### config.mk
export PLATFORM = sky130hd
export DESIGN_NAME = adc_arbiter
export DESIGN_NICKNAME = d
export VERILOG_FILES = /design/src/rtl/adc_arbiter.sv
export SDC_FILE = /design/constraint.sdc
export NUM_CORES = 1
export LEC_CHECK = 0
export ABC_AREA = 1
export BUFFER_PORTS_ARGS = -buffer_cell sky130_fd_sc_hd__buf_2
export CAP_MARGIN = 20
export CELL_PAD_IN_SITES_DETAIL_PLACEMENT = 1
export CELL_PAD_IN_SITES_GLOBAL_PLACEMENT = 1
export CORE_ASPECT_RATIO = 1.4
export CORE_MARGIN = 4
export CORE_UTILIZATION = 43
export CTS_BUF_LIST = sky130_fd_sc_hd__clkbuf_4
export CTS_CLUSTER_DIAMETER = 50
export DETAILED_ROUTE_END_ITERATION = 12
export GPL_TIMING_DRIVEN = 0
export PLACE_DENSITY_LB_ADDON = 0.1
export RECOVER_POWER = 25
export SLEW_MARGIN = 20
export SYNTH_ARGS = -nofsm -noshare
export SYNTH_HDL_FRONTEND = slang
export SYNTH_SLANG_ARGS = --single-unit
### constraint.sdc
create_clock -name clk_i -period 2.8 [get_ports clk_i]
set_input_delay 0.28 -clock clk_i [delete_from_list [all_inputs] [get_ports clk_i]]
set_output_delay 0.28 -clock clk_i [all_outputs]
set_load 0.02 [all_outputs]
### src/rtl/adc_arbiter.sv
// Round-robin arbiter sharing one ADC handshake port among N_CH requesters.
// Optional stuck-ADC abort timer is enabled by defining ADC_ARB_TIMEOUT_EN.
module adc_arbiter #(
    parameter int N_CH    = 4,
    parameter int DATA_W  = 12,
    parameter int TIMEOUT = 64
) (
    input  logic                     clk_i,
    input  logic                     reset_n_i,
    input  logic [N_CH-1:0]          ch_req_i,
    output logic [N_CH-1:0]          ch_rdy_o,
    output logic [N_CH*DATA_W-1:0]   ch_data_o,
    output logic                     adc_data_req_o,
    input  logic                     adc_data_rdy_i,
    input  logic [DATA_W-1:0]        adc_data_i,
    output logic [2:0]               grant_o,
    output logic                     busy_o,
    output logic                     timeout_o
);

    // state       | meaning
    // S_IDLE      | wait for a pending channel and an idle ADC, then grant
    // S_REQ       | conversion start pulse on adc_data_req_o
    // S_WAIT_BUSY | wait for ADC to drop rdy (conversion started)
    // S_WAIT_DONE | wait for ADC rdy rise, capture result
    // S_DONE      | release the granted channel
    localparam logic [2:0] S_IDLE      = 3'd0;
    localparam logic [2:0] S_REQ       = 3'd1;
    localparam logic [2:0] S_WAIT_BUSY = 3'd2;
    localparam logic [2:0] S_WAIT_DONE = 3'd3;
    localparam logic [2:0] S_DONE      = 3'd4;

    // TIMEOUT only drives logic when the abort timer is built; this keeps it referenced otherwise.
    if (TIMEOUT < 4) begin : g_timeout_below_range
    end

    logic [2:0]      state, state_nxt;
    logic [N_CH-1:0] pending, pending_nxt, clr_mask;
    logic [2:0]      rr_ptr, rr_nxt;
    logic [2:0]      grant_nxt;
    logic            req_nxt;
    logic            data_we;
    logic [N_CH-1:0] rdy_nxt;
    logic [2:0]      pick_idx;
    logic            timer_tc;

    // First pending channel strictly after the round-robin pointer.
    always_comb begin
        logic       found;
        logic [2:0] idx;
        logic [7:0] pend_ext;
        found    = 1'b0;
        pick_idx = 3'd0;
        idx      = 3'd0;
        pend_ext = 8'(pending);
        for (int k = 1; k <= N_CH; k++) begin
            idx = 3'((int'(rr_ptr) + k) % N_CH);
            if (!found && pend_ext[idx]) begin
                found    = 1'b1;
                pick_idx = idx;
            end
        end
    end

    always_comb begin
        state_nxt = state;
        clr_mask  = '0;
        rr_nxt    = rr_ptr;
        grant_nxt = grant_o;
        req_nxt   = 1'b0;
        data_we   = 1'b0;
        case (state)
            S_IDLE: begin
                if ((|pending) && adc_data_rdy_i) begin
                    grant_nxt = pick_idx;
                    req_nxt   = 1'b1;
                    state_nxt = S_REQ;
                    for (int i = 0; i < N_CH; i++) begin
                        clr_mask[i] = (pick_idx == 3'(i));
                    end
                end
            end
            S_REQ: state_nxt = S_WAIT_BUSY;
            S_WAIT_BUSY: begin
                if (!adc_data_rdy_i) begin
                    state_nxt = S_WAIT_DONE;
                end else if (timer_tc) begin
                    rr_nxt    = grant_o;
                    state_nxt = S_DONE;
                end
            end
            S_WAIT_DONE: begin
                if (adc_data_rdy_i) begin
                    data_we   = 1'b1;
                    rr_nxt    = grant_o;
                    state_nxt = S_DONE;
                end else if (timer_tc) begin
                    rr_nxt    = grant_o;
                    state_nxt = S_DONE;
                end
            end
            S_DONE:  state_nxt = S_IDLE;
            default: state_nxt = S_IDLE;
        endcase
        // A request on the channel being granted this cycle merges into that grant.
        pending_nxt = (pending | ch_req_i) & ~clr_mask;
    end

    always_comb begin
        rdy_nxt = '0;
        for (int i = 0; i < N_CH; i++) begin
            rdy_nxt[i] = ~(pending_nxt[i] | ((state_nxt != S_IDLE) && (grant_nxt == 3'(i))));
        end
    end

    always_ff @(posedge clk_i or negedge reset_n_i) begin
        if (!reset_n_i) begin
            state          <= S_IDLE;
            pending        <= '0;
            rr_ptr         <= 3'(N_CH - 1);
            grant_o        <= 3'd0;
            adc_data_req_o <= 1'b0;
            ch_rdy_o       <= '1;
            ch_data_o      <= '0;
        end else begin
            state          <= state_nxt;
            pending        <= pending_nxt;
            rr_ptr         <= rr_nxt;
            grant_o        <= grant_nxt;
            adc_data_req_o <= req_nxt;
            ch_rdy_o       <= rdy_nxt;
            for (int i = 0; i < N_CH; i++) begin
                if (data_we && (grant_o == 3'(i))) begin
                    ch_data_o[i*DATA_W +: DATA_W] <= adc_data_i;
                end
            end
        end
    end

    assign busy_o = (state != S_IDLE);

`ifdef ADC_ARB_TIMEOUT_EN
    localparam int                 TIMER_W    = $clog2(TIMEOUT);
    localparam logic [TIMER_W-1:0] TIMER_LOAD = TIMER_W'(TIMEOUT - 1);

    logic [TIMER_W-1:0] timer;

    assign timer_tc = (timer == '0);

    // Down-counter reloaded on entry to each wait state; terminal count aborts the conversion.
    always_ff @(posedge clk_i or negedge reset_n_i) begin
        if (!reset_n_i) begin
            timer     <= '0;
            timeout_o <= 1'b0;
        end else begin
            timeout_o <= timer_tc &&
                         (((state == S_WAIT_BUSY) &&  adc_data_rdy_i) ||
                          ((state == S_WAIT_DONE) && !adc_data_rdy_i));
            if ((state == S_REQ) || ((state == S_WAIT_BUSY) && !adc_data_rdy_i)) begin
                timer <= TIMER_LOAD;
            end else if (((state == S_WAIT_BUSY) || (state == S_WAIT_DONE)) && !timer_tc) begin
                timer <= timer - TIMER_W'(1);
            end
        end
    end
`else
    assign timer_tc  = 1'b0;
    assign timeout_o = 1'b0;
`endif

endmodule

### Word-level counts from Yosys, hierarchy flattened

Index checks and enable logic that the tools add are counted.

| operators by class | value |
|---|---|
| mux-type cells | 27 |
| eq/ne operators | 12 |
| reduce and logical (&&, ||, !) cells | 27 |
| order comparisons | 4 |
| $add $sub $neg | 4 |
| bitwise gates (word level) | 15 |

Operator list:

| operator | number |
|---|---|
| $mux W3 | 9 |
| $eq A3 B2 Y1 const B | 8 |
| $lt A3 B4 Y1 const B | 4 |
| $bmux W1 S3 | 4 |
| $eq A3 B1 Y1 const B | 4 |
| $logic_and A1 B1 Y1 | 12 |
| $logic_not A3 Y1 | 4 |
| $pmux W3 S4 | 1 |
| $mux W1 | 11 |
| $mux W4 | 2 |
| $reduce_or A2 Y1 | 4 |
| $reduce_bool A3 Y1 | 2 |
| $add A2 B1 Y2 const B | 2 |
| $add A2 B2 Y2 const B | 2 |
| $and A1 B1 Y1 const A | 4 |
| $and A4 B4 Y4 | 1 |
| $not A1 Y1 | 4 |
| $not A4 Y4 | 1 |
| $or A1 B1 Y1 | 4 |
| $or A4 B4 Y4 | 1 |
| $reduce_or A4 Y1 | 1 |
| $logic_not A1 Y1 | 3 |
| $reduce_and A2 Y1 | 1 |

| storage, ports and cells | value |
|---|---|
| output and inout bits | 58 |
| input bits | 19 |
| register bits | 65 |
| word-level logic and storage cells | 99 |

### Longest topological paths before layout

Gate-level depths: netlist (run 1).

| logic depth | value |
|---|---|
| depth in word-level cells | 22 |
| depth in mapped cells | 15 |
| mapped depth without buffers | 14 |

### Worst setup path before layout (run 1)

No wires, ideal clock.

| timing | value |
|---|---|
| path type | register -> register |
| start point | register rr_ptr[1] |
| end point | register ch_rdy_o[3] |
| period minus slack after synthesis | 1.699 ns |
| setup slack | 1.101 ns |
| arrival time | 1.627 ns |
| stages on the path, launching flop included | 13 |
| setup time | 0.073 ns |
| required time | 2.727 ns |
| buffers on the path | 1 |
| cell sequence | dfstp_2 -> buf_4 -> inv_2 -> nand2_1 -> nand2_1 -> o21ai_0 -> nand4_1 -> nand2_1 -> nand2_1 -> nand2_2 -> nand3_1 -> nand2_1 -> inv_1 |

| on the way | value |
|---|---|
| elaborated cells between the ends (all ways) | 44 |
| classes of those cells | 4 x add/sub; 2 x eq/ne; 19 x mux; 8 x bitwise; 11 x reduce/logical |

RTL lines:

| item | RTL line | RTL |
|---|---|---|
| start: declaration | 39 | `logic [2:0] rr_ptr, rr_nxt;` |
| start signal: assignment | 120 | `rr_ptr <= 3'(N_CH - 1);` |
| start signal: assignment | 128 | `rr_ptr <= rr_nxt;` |
| $add A2 B1 Y2 | 57 | `idx = 3'((int'(rr_ptr) + k) % N_CH);` |
| $reduce_or A2 Y1 (no source line) | -- |  |
| $and A1 B1 Y1 (no source line) | -- |  |
| $bmux W1 S3 | 58 | `if (!found && pend_ext[idx]) begin` |
| $mux W1 (implied by the code) | 58 |  |
| $mux W1 | 58 |  |
| $logic_not A1 Y1 | 58 |  |
| $logic_and A1 B1 Y1 | 58 |  |
| [... 7 more ...] | -- |  |
| $mux W3 * | 74 | `if ((\|pending) && adc_data_rdy_i) begin` |
| $mux W3 * | 72 | `case (state)` |
| via grant_nxt[1] | 40 | `logic [2:0] grant_nxt;` |
| $eq A3 B2 Y1 * | 112 | `rdy_nxt[i] = ~(pending_nxt[i] \| ((state_nxt != S_IDLE) && (grant_nxt == 3'(i))));` |
| $logic_and A1 B1 Y1 * | 112 |  |
| $or A1 B1 Y1 * | 112 |  |
| $not A1 Y1 * | 112 |  |
| via rdy_nxt[3] | 43 | `logic [N_CH-1:0] rdy_nxt;` |
| end signal: assignment | 131 | `ch_rdy_o <= rdy_nxt;` |
| end: declaration | 11 | `output logic [N_CH-1:0] ch_rdy_o,` |

The timed path passes the listed nets; every way through them passes the cells marked *. The select of a mux whose other input is x is not followed.
A chain may end at the register's enable or synchronous reset.

### Worst setup path in the final report (run 1)

| timing | value |
|---|---|
| start point | register rr_ptr[1] |
| end point | register ch_rdy_o[1] |

| on the way | value |
|---|---|
| elaborated cells between the ends (all ways) | 44 |
| classes of those cells | 4 x add/sub; 2 x eq/ne; 19 x mux; 8 x bitwise; 11 x reduce/logical |

RTL lines:

| item | RTL line |
|---|---|
| $add A2 B1 Y2 | 57 |
| $reduce_or A2 Y1 (no source line) | -- |
| $and A1 B1 Y1 (no source line) | -- |
| $bmux W1 S3 | 58 |
| $mux W1 (implied by the code) | 58 |
| $mux W1 | 58 |
| $logic_not A1 Y1 | 58 |
| $logic_and A1 B1 Y1 | 58 |
| [... 7 more ...] | -- |
| $mux W3 * | 74 |
| $mux W3 * | 72 |
| via grant_nxt[0] | 40 |
| $eq A3 B1 Y1 * | 112 |
| $logic_and A1 B1 Y1 * | 112 |
| $or A1 B1 Y1 * | 112 |
| $not A1 Y1 * | 112 |
| via rdy_nxt[1] | 43 |

Marks and branches as above.

==> results of run 1 <==
==> cell type report <==
class / instances / area, um2 / share of cell area
Tap cell: 72 / 90.1 / 0.0270
Clock buffer: 12 / 90.1 / 0.0270
Buffer: 11 / 60.1 / 0.0180
Timing Repair Buffer: 77 / 404 / 0.121
Sequential cell: 65 / 1630 / 0.490
Inverter: 34 / 128 / 0.0382
Clock inverter: 4 / 43.8 / 0.0131
Multi-Input combinational cell: 192 / 888 / 0.266
==> worst max-delay path, cell delays in order (launching register included) <==
cell     delay [ns]
dfstp_2        0.53
buf_4          0.15
inv_2          0.08
nand2_1        0.06
nand2_1        0.08
o21ai_0        0.36
nand4_1        0.15
nand2_1        0.18
nand2_1        0.09
nand2_1        0.12
nand3_1        0.09
nand2_1        0.08
inv_1          0.04
==> registers in the layout, indices dropped and copies added (netlist names) <==
signal          count
pending             4
grant_o             3
adc_data_req_o      1
ch_data_o          48
state               3
rr_ptr              2
ch_rdy_o            4
==> what timing repair did <==
action,CTS,global route
setup buffers,0,0
hold endpoints to repair,22,0
hold buffers,1,0
==> Yosys cell counts <==
library cell,n
o21ai_1,48
or2_2,1
o21bai_1,1
nand4_1,6
buf_4,2
dfrtp_1,59
conb_1,1
o21ai_0,6
inv_2,1
buf_2,9
a21oi_1,2
nor2_1,13
nand2_1,94
inv_1,32
nand4_2,4
nand3_1,11
a31oi_1,1
or2_0,1
nand2_2,2
clkinv_1,1
dfstp_2,6
nor4_4,1
==> cell families (layout without fill, tap and decap cells) <==
group / Yosys count / after routing / synth area share
and+or+nand+nor: 133 / 133 / 0.218
DFF: 65 / 65 / 0.603
AOI/OAI and AO/OA: 58 / 58 / 0.108
buffers and inverters: 45 / 138 / 0.0692
other: 1 / 1 / 0.00138
==> metal layers <==
layer	share of wire	track usage
met1	0.38	0.243
met2	0.56	0.382
met3	0.049	0.0472
met4	0.016	0.0849
met5	0	0
==> worst min path at each step <==
stage,from,endpoint,slack (ns),cells past startpoint
after detailed placement,reset_n_i,ch_data_o[14]$_DFFE_PN0P_,0.22,1
after CTS,adc_data_rdy_i,state[1]$_DFF_PN0_,0.06,2
final,adc_data_rdy_i,state[1]$_DFF_PN0_,0.08,2
after global routing,adc_data_rdy_i,state[1]$_DFF_PN0_,0.08,2
after global placement,ch_data_o[10]$_DFFE_PN0P_,ch_data_o[10]$_DFFE_PN0P_,0.47,2
after floorplan,reset_n_i,adc_data_req_o$_DFF_PN0_,-0.02,0
==> per-stage QoR <==
| stage | hold slack (ns) | utilization | std cells |
|---|---|---|---|
| detailed placement | 0.224 | 0.518 | 450 |
| CTS | 0.0576 | 0.542 | 467 |
| finish | 0.0811 | 0.541 | 467 |
| global placement | 0.467 | 0.515 | 449 |
| global route | 0.0818 | 0.541 | 467 |
| floorplan | -0.0156 | - | 302 |
==> power by group through the flow <==
stage	Sequential, uW	Clock [uW]	Combinational, uW
after floorplan	2040	0	869
after global placement	1620	0	1910
after detailed placement	1630	0	1990
after CTS	1620	629	2000
after global routing	1670	676	2190
final	1610	609	1960
==> summary.txt, run 1 <==
Yosys
  • Sequential area share after synthesis: 0.603
  • Synth Instances: 302
  • Syn Nets: 321
  • Cell taking the most area after synthesis: dfrtp_1
  • Synthesis Warnings: 0
  • #FFs+latches synth: 65
  • Synthesized cell area: 2710 um2
  • Unique masters post-synth: 22
  • Synth area leaders: dfrtp_1 54%, nand2_1 13%, o21ai_1 8.9%, dfstp_2 5.8%, inv_1 4.4%
  • Post-Syn Area per Cell: 8.97 um2
  • Post-synth top area share: 0.545

Clock network
  • CTS resizes: 0
  • H-tree levels: 3
  • Clock sink count: 65
  • TritonCTS Buffers: 9
  • Clock-pin slew on the worst setup and hold paths: 0.11 ns
  • Root buffer cell: clkbuf_4
  • Clock Latency Late Sink: 0.40 ns
  • CTS tree: done
  • Clock buffer depth: 2

Worst setup path
  • Max Fanout on Critical Path: 8
  • Data required, critical path: 3.13 ns
  • End of the critical path: ch_rdy_o[1]$_DFF_PN1_
  • FF-to-FF setup slack: 0.72 ns
  • Worst setup SP type: flop
  • Setup CP Type: flop to flop
  • Worst r2r src: rr_ptr[1]$_DFFE_PN1P_
  • Setup crit end kind: flop
  • CP startpoint: rr_ptr[1]$_DFFE_PN1P_
  • FF-to-FF End: ch_rdy_o[1]$_DFF_PN1_
  • Critical Path AT: 2.42 ns
  • Reg2reg path depth: 12

Cells and area
  • Layout area overhead: 23.2%
  • Fill cell count: 779
  • Layout cells sized above 1: 0.294
  • Final Cell Area: 3340 um2
  • Ant diodes: 0
  • Nets: 409
  • Most frequent cells in the layout: 94 x nand2_1, 83 x buf_2, 59 x dfrtp_1
  • Commonest non-fill, non-tap cell in the layout: nand2_1

Run
  • Max Cap Viol: 1

Power and ir drop
  • Sequential share of power: 0.385
  • Pwr Total: 4190 uW
  • Sw Share: 0.454
  • Internal power: 2290 uW
  • Sw Pwr: 1900 uW
  • Power density cells: 1250 nW/um2
  • Max IR drop VDD: 0.000613 V
  • Pleak: 0.00184 uW
  • Comb power frac: 0.469
  • Clock share of power: 0.146

STA
  • Final Max Slew Viols: 26
  • Final period utilization: 0.744
  • Slew @ Worst Pin: 1.50 ns
  • RSZ-0062 raised after global routing: false
  • Final hold viol count: 0
  • Setup TNS: 0 ns
  • Final worst slack: 0.716 ns
  • Final setup viols: 0
  • Clk_skew: 0.0211 ns
  • Fmax: 480 MHz
  • Final min period: 2.08 ns
  • Max-slew headroom: -0.00118

Place
  • Pre-CTS setup slack: 0.755 ns
  • Post-DP Area: 3200 um2
  • I/O Buffers: 75
  • Final RePlAce weighted congestion: 0.808
  • Final HPWL DP: 5660 um

Route
  • Drt first pass iters: 4
  • DR iter-0 viols: 37
  • Vias: 2,330
  • Avg WL per Cell: 15.8 um
  • Vias/cell: 4.99
  • Final ANT Viol Nets: 0
  • # DRC: 0
  • Total wire length: 7380 um

Floorplanning
  • Row count: 34
  • # IOs: 77
  • DIE AREA: 7650 um2
  • Initial core utilization: 0.439
  • Die Ht: 102 um
  • DIE WIDTH: 75.1 um
  • Core area: 6170 um2

Global route
  • Vias in the first global route: 2,460
  • Total gr overflow: 0
  • First-pass GRT wire length: 12,200 um
  • Initial antenna violation count: 0
  • Largest net degree at the start of global routing: 40
  • GRT Total Usage: 0.214

Hold path
  • Worst hold path type: input pin to flop

Run status
  • Status: complete, but fails checks
  • Violated checks: capacitance limit, slew limit
Power figures use the tool's default switching activity.
==> run 2, diff against run 1 <==
Settings changed: CORE_UTILIZATION 43 to 36.
Clock period 2.8 ns to 1.85 ns, I/O delays scaled along.
==> summary.txt, run 2 (synthesized netlist as in run 1, its figures left out) <==
Worst setup path
  • Data required, critical path: 2.22 ns (-0.91 ns)
  • Crit path max-delay cell type: dfstp_2
  • Setup CP Type: flop to flop
  • Max Fanout on Critical Path: 8 (unchanged)
  • Crit path largest cell delay: 0.58 ns (+0.05 ns)
  • Most common cell on crit path: nand2_2
  • Critical Path AT: 2.20 ns (-0.22 ns)
  • CP cell instances: buf_8, nand2_4, nand2_4, nand2_2, nand2_2, nand4_1, nand2_1, nand2_1, nand2_2, nand2_2, nand2_2, nand3_2, nand2_1, inv_1
  • Worst setup SP type: flop
  • Setup crit end kind: flop

Cells and area
  • Regs by FF count: ch_data_o (48), ch_rdy_o (4), pending (4)
  • Nets: 420 (+2.7%)
  • Ant diodes: 0 (unchanged)
  • Fill cell count: 909 (+17%)
  • Layout cells sized above 1: 0.394 (+0.100)
  • Layout area overhead: 32.8%
  • Max FFs per register: 48 (unchanged)
  • Most frequent cells in the layout: 82 x buf_2, 71 x nand2_1, 59 x dfrtp_1
  • Post-route insts no fill: 503 (+7.7%)
  • Register area: 1630 um2 (unchanged)
  • Largest Register: ch_data_o
  • Commonest non-fill, non-tap cell in the layout: buf_2
  • Multi-input logic area: 1050 um2 (+19%)

Power and ir drop
  • Max IR drop VDD: 0.000821 V (+34%)
  • Pleak: 0.00193 uW (+5.1%)
  • Power density cells: 1900 nW/um2 (+52%)
  • Pwr Total: 6840 uW (+63%)

Floorplanning
  • Row count: 37 (+8.8%)
  • Core area: 7360 um2 (+19%)
  • Die Ht: 111 um (+8.6%)
  • DIE WIDTH: 81.3 um (+8.3%)
  • Initial core utilization: 0.368 (-0.0712)
  • DIE AREA: 9000 um2 (+18%)
  • # IOs: 77 (unchanged)

Route
  • # DRC: 0 (unchanged)
  • Total wire length: 7810 um (+5.9%)
  • Avg WL per Cell: 15.5 um (-1.7%)
  • Final ANT Viol Nets: 0 (unchanged)
  • Vias/cell: 4.72 (-5.3%)
  • Vias: 2,376 (+2.0%)
  • DR iter-0 viols: 60 (+62%)
  • Drt first pass iters: 4 (unchanged)

Global route
  • Largest net degree at the start of global routing: 37 (-7.5%)
  • Vias in the first global route: 2,529 (+2.8%)
  • Initial antenna violation count: 0 (unchanged)
  • Total gr overflow: 0 (unchanged)
  • GRT Total Usage: 0.189 (-0.0249)
  • First-pass GRT wire length: 12,800 um (+5.0%)

Place
  • Final RePlAce weighted congestion: 0.737 (-8.8%)
  • Final HPWL DP: 5800 um (+2.6%)
  • Placed cell count: 475 (+5.6%)
  • I/O Buffers: 75 (unchanged)

STA
  • Final hold viol count: 0 (unchanged)
  • Fmax: 546 MHz (+14%)
  • Final Max Slew Viols: 0 (-100%)
  • RSZ-0062 raised after global routing: true
  • Clk_skew: 0.0127 ns (-0.00842 ns)
  • Hold slack: 0.0531 ns (-0.0280 ns)
  • Max-slew headroom: 0.506 (+0.507)
  • Final min period: 1.83 ns (-0.253 ns)
  • Final period utilization: 0.990 (+0.246)
  • Slew @ Worst Pin: 0.741 ns (-0.761 ns)
  • Final setup viols: 0 (unchanged)

Clock network
  • CTS tree: done
  • H-tree levels: 3 (unchanged)
  • Clock-pin slew on the worst setup and hold paths: 0.10 ns (about the same)
  • Clock Latency Late Sink: 0.42 ns (+0.02 ns)
  • Root buffer cell: clkbuf_4
  • Clock buffer depth: 2 (unchanged)
  • Clock sink count: 65 (unchanged)
  • TritonCTS Buffers: 9 (unchanged)

Run
  • Max Cap Viol: 0 (-1)

Hold path
  • Worst hold path type: input pin to flop

Run status
  • Status: finished clean
[run 2: changes by cell type in the layout (fill, tap and decap cells not counted), moves of 3 or more]
cell	before	now
nand2_4	0	11
nand3_2	0	4
nand3_1	11	7
nand2_2	2	14
o21ai_0	6	3
nor2_2	0	3
nand2_1	94	71
inv_4	0	3
nor2_1	13	8
buf_4	2	10
[run 2: power breakdown]
group	switching, uW	internal [uW]
clock network	486	269
logic	2340	1260
registers	412	2070
total	3240	3600
[run 2: cell type report]
type	instances	share of cell area
inverter	34	0.0375
tap	97	0.0337
multi-input combinational	192	0.293
clock buffer	10	0.0209
clock inverter	6	0.00695
buffer	10	0.0174
sequential	65	0.454
timing repair buffer	89	0.137
[run 2: path summary, 6_finish.rpt]
kind                                             from                         to  slack, ns  cells after the start
min in group asynchronous                   reset_n_i  ch_data_o[39]$_DFFE_PN0P_       0.35                      2
worst max register to register  rr_ptr[0]$_DFFE_PN1P_      ch_rdy_o[1]$_DFF_PN1_       0.02                     14
worst min-delay path                      ch_req_i[2]       pending[2]$_DFF_PN0_       0.05                      3
worst max-delay path            rr_ptr[0]$_DFFE_PN1P_      ch_rdy_o[1]$_DFF_PN1_       0.02                     14
worst min register to register     state[0]$_DFF_PN0_         state[1]$_DFF_PN0_       0.49                      1
max in group asynchronous                   reset_n_i      rr_ptr[0]$_DFFE_PN1P_       0.44                      3
[run 2: critical path, delay by kind of cell, from the launching register on]
kind	cells	cell delay, ns
DFF	1	0.58
and+or+nand+nor	12	1.02
buffers and inverters	2	0.19
[run 2: repair_timing]
action,4_1_cts,5_1_grt
endpoints found under the hold margin,31,0
setup endpoints to repair,36,8
resized for setup,16,45
hold buffers,3,0
pin swaps,6,21
setup buffers,4,6
[run 2: stage by stage]
| stage | setup slack [ns] | util | instance area, um2 | TNS [ns] |
|---|---|---|---|---|
| floorplan | 0.151 | - | 2710 | 0 |
| global placement | -0.227 | 0.436 | 3210 | -1.16 |
| detailed placement | -0.231 | 0.439 | 3230 | -1.91 |
| CTS | 0.0203 | 0.464 | 3410 | 0 |
| global route | -0.120 | 0.489 | 3600 | -0.460 |
| finish | 0.0189 | 0.489 | 3600 | 0 |
[run 2: layer usage]
layer,GRT usage,vias to the layer above,wire length (um)
met5,0,-,0
met4,0.0733,0,185
met2,0.326,48,4290
met1,0.213,1149,2960
met3,0.0577,15,378
li1,-,1164,-
==> run 3, diff against run 2 <==
Settings changed: CORE_UTILIZATION 36 to 39, SETUP_SLACK_MARGIN set to 0.02.
Clock period 1.85 ns to 2.1 ns, I/O delays scaled along.
==> summary.txt, run 3 (synthesized netlist as in run 1, its figures left out) <==
STA
  • Final Max Slew Viols: 0 (unchanged)
  • Setup TNS: 0 ns (unchanged)
  • Final period utilization: 0.912 (-0.0780)
  • Final min period: 1.91 ns (+0.0836 ns)
  • Fmax: 522 MHz (-4.4%)
  • Final setup viols: 0 (unchanged)
  • Slew @ Worst Pin: 0.844 ns (+0.103 ns)
  • Clk_skew: 0.0118 ns (-0.000876 ns)
  • Max-slew headroom: 0.437 (-0.0688)
  • Final hold viol count: 0 (unchanged)

Route
  • Total wire length: 7780 um (-0.41%)
  • Vias/cell: 4.78 (+1.2%)
  • DR iter-0 viols: 71 (+18%)
  • Vias: 2,352 (-1.0%)
  • # DRC: 0 (unchanged)
  • Final ANT Viol Nets: 0 (unchanged)
  • Avg WL per Cell: 15.8 um (+1.8%)
  • Drt first pass iters: 4 (unchanged)

Clock network
  • CTS tree: done
  • Clock buffer depth: 2 (unchanged)
  • Root buffer cell: clkbuf_4
  • Clock sink count: 65 (unchanged)
  • H-tree levels: 3 (unchanged)
  • Clock Latency Late Sink: 0.42 ns (about the same)
  • Clock-pin slew on the worst setup and hold paths: 0.11 ns (about the same)
  • TritonCTS Buffers: 9 (unchanged)

Power and ir drop
  • Comb power frac: 0.471 (-0.056)
  • Pwr Total: 5940 uW (-13%)
  • Sw Pwr: 2660 uW (-18%)
  • Internal power: 3280 uW (-8.9%)
  • Pleak: 0.00188 uW (-2.9%)
  • Sw Share: 0.448 (-0.0259)
  • Power density cells: 1720 nW/um2 (-9.6%)
  • Sequential share of power: 0.364 (about the same)
  • Clock share of power: 0.165 (+0.055)
  • Max IR drop VDD: 0.000673 V (-18%)

Global route
  • Largest net degree at the start of global routing: 34 (-8.1%)
  • Initial antenna violation count: 0 (unchanged)
  • Vias in the first global route: 2,500 (-1.1%)
  • GRT Total Usage: 0.203 (+0.0139)
  • First-pass GRT wire length: 12,800 um (+0.33%)
  • Total gr overflow: 0 (unchanged)

Worst setup path
  • Setup crit end kind: flop
  • FF-to-FF End: ch_rdy_o[1]$_DFF_PN1_
  • Worst r2r src: rr_ptr[0]$_DFFE_PN1P_
  • Critical Path AT: 2.27 ns (+0.07 ns)
  • Crit path largest cell delay: 0.57 ns (about the same)
  • CP startpoint: rr_ptr[0]$_DFFE_PN1P_
  • Data required, critical path: 2.45 ns (+0.23 ns)
  • CP cell instances: buf_6, nand2_1, nand2_1, nand2_2, buf_4, nand4_1, nand2_1, nand2_1, nand2_2, nand2_1, nand2_2, nand3_1, nand2_1, inv_1
  • Setup CP Type: flop to flop
  • Most common cell on crit path: nand2_1
  • Worst setup SP type: flop
  • Max Fanout on Critical Path: 10 (+2)
  • Reg2reg path depth: 14 (unchanged)
  • Crit path max-delay cell type: dfstp_2
  • FF-to-FF setup slack: 0.19 ns (+0.17 ns)

Cells and area
  • Regs by FF count: ch_data_o (48), ch_rdy_o (4), pending (4)
  • Ant diodes: 0 (unchanged)
  • Commonest non-fill, non-tap cell in the layout: nand2_1
  • Layout area overhead: 27.6%
  • Post-route insts no fill: 492 (-2.2%)
  • Largest Register: ch_data_o
  • Max FFs per register: 48 (unchanged)
  • Nets: 414 (-1.4%)
  • Most frequent cells in the layout: 86 x nand2_1, 82 x buf_2, 59 x dfrtp_1
  • Layout cells sized above 1: 0.335 (-0.0591)

Floorplanning
  • DIE AREA: 8370 um2 (-7.0%)
  • Core area: 6660 um2 (-9.6%)
  • DIE WIDTH: 78.5 um (-3.5%)
  • Row count: 35 (-5.4%)
  • Die Ht: 107 um (-3.6%)
  • # IOs: 77 (unchanged)
  • Initial core utilization: 0.407 (+0.0390)

Hold path
  • WHS Endpoint: pending[3]$_DFF_PN0_
  • Worst hold path type: input pin to flop
  • Hold Path Origin: ch_req_i[3]
  • WHS Path Cells: 3 (unchanged)

Place
  • I/O Buffers: 75 (unchanged)
  • Final RePlAce weighted congestion: 0.772 (+4.8%)
  • Final HPWL DP: 5700 um (-1.7%)
  • Placed cell count: 470 (-1.1%)

Run status
  • Status: finished clean

Run
  • Max Cap Viol: 0 (unchanged)
[run 3: cell types whose count changed in the layout (fill, tap and decap cells not counted), moves of 2 or more]
| cell | before | now |
|---|---|---|
| nand2_1 | 71 | 86 |
| nand2_4 | 11 | 0 |
| buf_4 | 10 | 5 |
| clkinv_1 | 4 | 0 |
| nand2_2 | 14 | 10 |
| nand3_1 | 7 | 11 |
| nand3_2 | 4 | 0 |
| nor2_1 | 8 | 11 |
| bufinv_16 | 0 | 2 |
| inv_2 | 0 | 2 |
| inv_4 | 3 | 1 |
| nor2_4 | 2 | 0 |
| o21ai_0 | 3 | 5 |
| o21ai_2 | 2 | 0 |
[run 3: final cells by class]
type                       instances  area (um2)
fill                             841        3200
sequential                        65        1630
multi-input combinational        192         913
timing repair buffer              82         430
inverter                          34         130
tap                               92         115
clock buffer                      11        82.6
clock inverter                     5        81.3
buffer                            11        70.1
[run 3: worst max-delay path: cells and delay by family, from the launching register on]
family                 cells  cell delay (ns)
buffers and inverters      3             0.33
flip-flops                 1             0.57
AND/OR/NAND/NOR           11             0.93
[run 3: worst max path at each step]
stage / depth (start not counted) / endpoint / slack (ns)
3_3_place_gp: 12 / ch_rdy_o[1]$_DFF_PN1_ / 0.09
2_1_floorplan: 12 / ch_rdy_o[3]$_DFF_PN1_ / 0.40
5_1_grt: 14 / ch_rdy_o[3]$_DFF_PN1_ / -0.003
6_report: 14 / ch_rdy_o[1]$_DFF_PN1_ / 0.19
4_1_cts: 12 / ch_rdy_o[1]$_DFF_PN1_ / 0.04
3_5_place_dp: 12 / ch_rdy_o[1]$_DFF_PN1_ / 0.08
[run 3: timing repair]
action	in CTS	in global routing
setup buffers	0	4
hold buffers	2	0
setup endpoints to repair	0	6
hold endpoints to repair	29	0
resized for setup	0	18
[run 3: metal layers]
| metal | wire length (um) | track usage | part of all wire |
|---|---|---|---|
| met5 | 0 | 0 | 0 |
| met3 | 335 | 0.0487 | 0.043 |
| met2 | 4370 | 0.374 | 0.56 |
| met4 | 127 | 0.0738 | 0.016 |
| met1 | 2950 | 0.225 | 0.38 |
[run 3: power by group through the flow]
stage	Combinational (uW)	Clock (uW)	Sequential, uW
after global placement	2560	0	2160
after floorplan	1160	0	2720
after global routing	3110	1080	2240
final	2800	980	2160
after detailed placement	2630	0	2180
after CTS	2650	996	2160
[run 3: stage by stage]
stage | hold WS, ns | util | setup WS (ns) | area, um2
floorplan | -0.0856 | - | 0.401 | 2710
global placement | 0.436 | 0.481 | 0.0925 | 3200
detailed placement | 0.189 | 0.484 | 0.0830 | 3220
CTS | 0.0624 | 0.512 | 0.0422 | 3410
global route | 0.0797 | 0.519 | -0.00349 | 3460
finish | 0.0708 | 0.519 | 0.185 | 3460
